==> src/rtl/load_store_unit.sv <==
// Byte/halfword/word load-store engine in front of a single-port word memory, big-endian lanes.
// Latency: loads/SW 2 cycles, SB/SH 3 (read-modify-write), misaligned 1; ls_start ignored while busy.
module load_store_unit (
    input  logic        clk,
    input  logic        reset,
    input  logic        ls_start,
    input  logic [2:0]  ls_op,
    input  logic [31:0] ls_addr,
    input  logic [31:0] ls_wdata,
    output logic [31:0] ls_rdata,
    output logic        ls_busy,
    output logic        ls_done,
    output logic        ls_misaligned,
    output logic [17:0] mem_adress,
    output logic [31:0] mem_write_data,
    output logic        mem_read,
    output logic        mem_write,
    input  logic [31:0] mem_read_data
);

    localparam logic [2:0] OP_LB  = 3'b000;
    localparam logic [2:0] OP_LH  = 3'b001;
    localparam logic [2:0] OP_LW  = 3'b010;
    localparam logic [2:0] OP_LBU = 3'b011;
    localparam logic [2:0] OP_LHU = 3'b100;
    localparam logic [2:0] OP_SB  = 3'b101;
    localparam logic [2:0] OP_SH  = 3'b110;
    localparam logic [2:0] OP_SW  = 3'b111;

    typedef enum logic [1:0] {IDLE, READ, WRITE, DONE} state_t;

    state_t      state, state_n;
    logic [2:0]  op_q;
    logic [19:0] addr_q;
    logic [31:0] wdata_q;
    logic [31:0] word_q;
    logic        mem_write_en;

    // Address bits above the memory window are deliberately dropped.
    logic unused_addr_bits;
    assign unused_addr_bits = ^ls_addr[31:20];

    function automatic logic is_misaligned(input logic [2:0] op, input logic [1:0] off);
        case (op)
            OP_LH, OP_LHU, OP_SH: is_misaligned = off[0];
            OP_LW, OP_SW:         is_misaligned = |off;
            default:              is_misaligned = 1'b0;
        endcase
    endfunction

    function automatic logic [31:0] load_ext(input logic [2:0] op, input logic [1:0] off,
                                             input logic [31:0] word);
        logic [7:0]  b;
        logic [15:0] h;
        case (off)
            2'd0:    b = word[31:24];
            2'd1:    b = word[23:16];
            2'd2:    b = word[15:8];
            default: b = word[7:0];
        endcase
        h = off[1] ? word[15:0] : word[31:16];
        case (op)
            OP_LB:   load_ext = {{24{b[7]}}, b};
            OP_LBU:  load_ext = {24'b0, b};
            OP_LH:   load_ext = {{16{h[15]}}, h};
            OP_LHU:  load_ext = {16'b0, h};
            default: load_ext = word;
        endcase
    endfunction

    function automatic logic [31:0] store_merge(input logic [2:0] op, input logic [1:0] off,
                                                input logic [31:0] word, input logic [31:0] wd);
        store_merge = word;
        case (op)
            OP_SB: begin
                case (off)
                    2'd0:    store_merge[31:24] = wd[7:0];
                    2'd1:    store_merge[23:16] = wd[7:0];
                    2'd2:    store_merge[15:8]  = wd[7:0];
                    default: store_merge[7:0]   = wd[7:0];
                endcase
            end
            OP_SH: begin
                if (off[1]) store_merge[15:0]  = wd[15:0];
                else        store_merge[31:16] = wd[15:0];
            end
            default: store_merge = wd;
        endcase
    endfunction

    always_ff @(posedge clk) begin
        if (reset) state <= IDLE;
        else       state <= state_n;
    end

    always_comb begin
        state_n      = state;
        mem_read     = 1'b0;
        mem_write_en = 1'b0;
        case (state)
            IDLE: begin
                if (ls_start) begin
                    if (is_misaligned(ls_op, ls_addr[1:0])) state_n = DONE;
                    else if (ls_op == OP_SW)                state_n = WRITE;
                    else                                    state_n = READ;
                end
            end
            READ: begin
                mem_read = 1'b1;
                state_n  = (op_q == OP_SB || op_q == OP_SH) ? WRITE : DONE;
            end
            WRITE: begin
                mem_write_en = 1'b1;
                state_n      = DONE;
            end
            default: state_n = IDLE;
        endcase
    end

    always_ff @(posedge clk) begin
        if (reset) begin
            op_q          <= '0;
            addr_q        <= '0;
            wdata_q       <= '0;
            word_q        <= '0;
            ls_rdata      <= '0;
            ls_misaligned <= 1'b0;
        end else begin
            if (state == IDLE && ls_start) begin
                op_q    <= ls_op;
                addr_q  <= ls_addr[19:0];
                wdata_q <= ls_wdata;
            end
            if (state == READ) begin
                word_q <= mem_read_data;
                if (op_q != OP_SB && op_q != OP_SH)
                    ls_rdata <= load_ext(op_q, addr_q[1:0], mem_read_data);
            end
            // Only the IDLE->DONE shortcut is taken by misaligned requests.
            if (state_n == DONE)
                ls_misaligned <= (state == IDLE);
        end
    end

    assign ls_busy        = (state != IDLE);
    assign ls_done        = (state == DONE);
    assign mem_adress     = addr_q[19:2];
    assign mem_write_data = store_merge(op_q, addr_q[1:0], word_q, wdata_q);
    assign mem_write      = mem_write_en & ~reset;

endmodule

==> config.mk <==
export PLATFORM = sky130hd
export DESIGN_NAME = load_store_unit
export DESIGN_NICKNAME = d
export VERILOG_FILES = /design/src/rtl/load_store_unit.sv
export SDC_FILE = /design/constraint.sdc
export NUM_CORES = 1
export LEC_CHECK = 0
export BUFFER_PORTS_ARGS = -buffer_cell sky130_fd_sc_hd__buf_2
export CORE_ASPECT_RATIO = 2
export CORE_MARGIN = 2
export CORE_UTILIZATION = 35
export DETAILED_ROUTE_END_ITERATION = 12
export GPL_TIMING_DRIVEN = 1
export PLACE_DENSITY_LB_ADDON = 0.08
export RECOVER_POWER = 25
export SYNTH_ARGS = -nofsm -noshare
export SYNTH_HDL_FRONTEND = slang
export SYNTH_SLANG_ARGS = --single-unit
==> constraint.sdc <==
create_clock -name clk -period 2.6 [get_ports clk]
set_input_delay 0.13 -clock clk [delete_from_list [all_inputs] [get_ports clk]]
set_output_delay 0.13 -clock clk [all_outputs]
set_load 0.02 [all_outputs]
==> reports/qor.csv <==
metric,value,unit
status,"finished, final reports clean",
post-route ant nets,0,
Setup-failing EPs final,0,
ant diodes,0,
Internal Pwr Total,5.07,mW
Via density,5.25,
synthesized area per cell,8.08,sq um
largest net degree at the start of global routing,52,
Critical Path Sink Type,output pin,
Slew headroom,0.639,
RSZ-0062 raised after global routing,no,
Post-CTS Setup Repair Bufs,0,
clock share of power,0.298,
Hold WC Path Type,primary input to flop,
CTS tree,done,
Final Hold Viols,0,
sw frac,0.378,
max_cap viols,0,
"flops & latches, synth",122,
Netlist Area Pre-Place,6210,sq um
HPWL after DPL,15700,microns
die height,192,microns
Pins Over Slew Limit,0,
"Distinct cells, synth",54,
Startpoint Class,flop,
number of flops mapped to enable cells by yosys,0,
syn_nets,874,
Seq pwr share,0.327,
WHS,0.0176,ns
global-route usage over all layers,0.220,
Final #Nets,1079,
Final WS setup,0.214,ns
Syn. warnings,0,
leak pwr,3.34,nW
Worst EP required,2.47,ns
predominant post-synthesis flop cell,dfxtp_1,
Max VDD drop,0.629,mV
IO buf count,176,
area delta synth->final,33.7,%
global-route wire length before repair,32700,microns
Achievable Freq,0.419,GHz
first-iteration detailed-routing DRC count,329,
Core Rows,68,
initial core utilization,0.358,
clk_skew,0.00598,ns
area of the die,18900,sq um
core area,17400,sq um
Net Sw Power,3.08,mW
Top Ports,189,
Cell Pwr Density,981,nW/um^2
Worst-Margin Slew,0.526,ns
Final Wtd Congestion,0.873,
Gate Count Post-Synth,768,
root buffer cell,clkbuf_16,
worst-path maximum fanout,34,
Skew-Pair Late Insertion Delay,0.41,ns
sequential area share after synthesis,0.394,
via count,6271,
DRT Pass-1 Iters,5,
Clock transition at path regs,0.05,ns
Final Cycle Share,0.918,
Tmin final,2.39,ns
routed len/inst,17.7,microns
worst slack at placement,0.537,ns
fraction of layout cells with a size suffix above 1,0.208,
Remaining DRCs,0,
total wire length,21200,microns
setup TNS,0,ns
total CTS buffers,17,
number of global-route vias before repair,6229,
Tot Pwr,8.14,mW
Comb power frac,0.375,
initial antenna violation count,0,
"Remaining Overflow, GRT",0,
Die X,98.2,microns
Clock Path Buffers,2,
Crit Path Class,flop to output pin,
Clock Sinks,122,
Post-synth ARST share,0,
CTS H-Tree Depth,4,
CP Data Arrival Time,2.26,ns
[critical path, cell delays in order (launching register included)]
cell      delay (ns)
dfxtp_1         0.32
buf_4           0.37
nand2b_1        0.28
nor2_2          0.33
a222oi_1        0.14
o21ai_0         0.17
buf_2           0.23
[cell usage after synthesis, drive strengths merged, types with 11 or more instances]
cell type / n / area [sq um]
nand2: 156 / 588
dfxtp: 122 / 2440
a21oi: 80 / 408
nor2: 67 / 256
mux2i: 52 / 521
buf: 49 / 317
o21ai: 35 / 201
inv: 27 / 101
clkbuf: 25 / 95.1
a222oi: 22 / 220
a211oi: 16 / 120
nand2b: 11 / 68.8
[final timing paths]
kind	from	to	cells past startpoint	slack, ns
worst min-delay path	mem_read_data[29]	ls_rdata[29]	3	0.02
worst max-delay path	op_q[2]	mem_write_data[25]	6	0.21
worst min register to register	ls_rdata[3]	ls_rdata[3]	2	0.45
worst max register to register	op_q[0]	ls_rdata[25]	7	0.55
[layout by cell type, fill, tap and decap left out, types with 11 or more instances in the layout]
cell type      instances
nand2_1              154
buf_2                123
dfxtp_1              120
a21oi_1               78
nor2_1                63
dlygate4sd3_1         62
clkbuf_1              54
mux2i_1               52
o21ai_0               29
inv_1                 27
a222oi_1              22
buf_4                 22
clkbuf_16             17
a211oi_1              16
nand2b_1              11
[stage by stage]
step                      instances   util  area [sq um]
after detailed placement       1102  0.411          7130
after floorplan                 768      -          6210
after global routing           1194  0.478          8300
after CTS                      1194  0.481          8340
final                          1194  0.478          8300
after global placement         1102  0.411          7130
[metal layers]
metal | global-route usage | vias to the layer above | wire length (microns)
li1 | - | 3099 | -
met1 | 0.227 | 2913 | 7870
met2 | 0.418 | 223 | 11500
met3 | 0.0373 | 36 | 938
met4 | 0.116 | 0 | 870
met5 | 0 | - | 0
[logic make-up after synthesis]
kind of cell	synth area share
xor gates and xnor gates	0.00141
AOI/OAI and AO/OA	0.231
buffers and inverters	0.0833
and+or+nand+nor	0.182
muxes	0.100
DFF	0.394
adders and majority gates	0.00806
[state kept, by name (all words and copies together) (netlist names)]
register and cells:
ls_rdata 32, ls_misaligned 1, op_q 3, state 2, word_q 32, wdata_q 32
addr_q 20
[power groups by stage]
stage                     Clock, mW  Sequential [mW]  Combinational [mW]
after CTS                      2.50             2.65                3.13
final                          2.43             2.66                3.06
after global placement            0             2.67                2.99
after floorplan                   0             2.79                2.02
after detailed placement          0             2.68                3.05
after global routing           2.57             2.71                3.35
[timing repair]
action | CTS | global route
resized for setup | 0 | 6
hold buffers | 62 | 0
endpoints found under the setup margin | 0 | 5
endpoints found under the hold margin | 62 | 0
[cell type report]
cell class / instances / area (sq um)
clock buffers: 20 / 447
clock inverters: 10 / 150
fillers: 1778 / 9060
inverters: 28 / 109
multi-input cells: 544 / 3270
flip-flops and latches: 122 / 2450
well taps: 210 / 263
repair buffers: 260 / 1620
(Power assumes the default switching activity.)
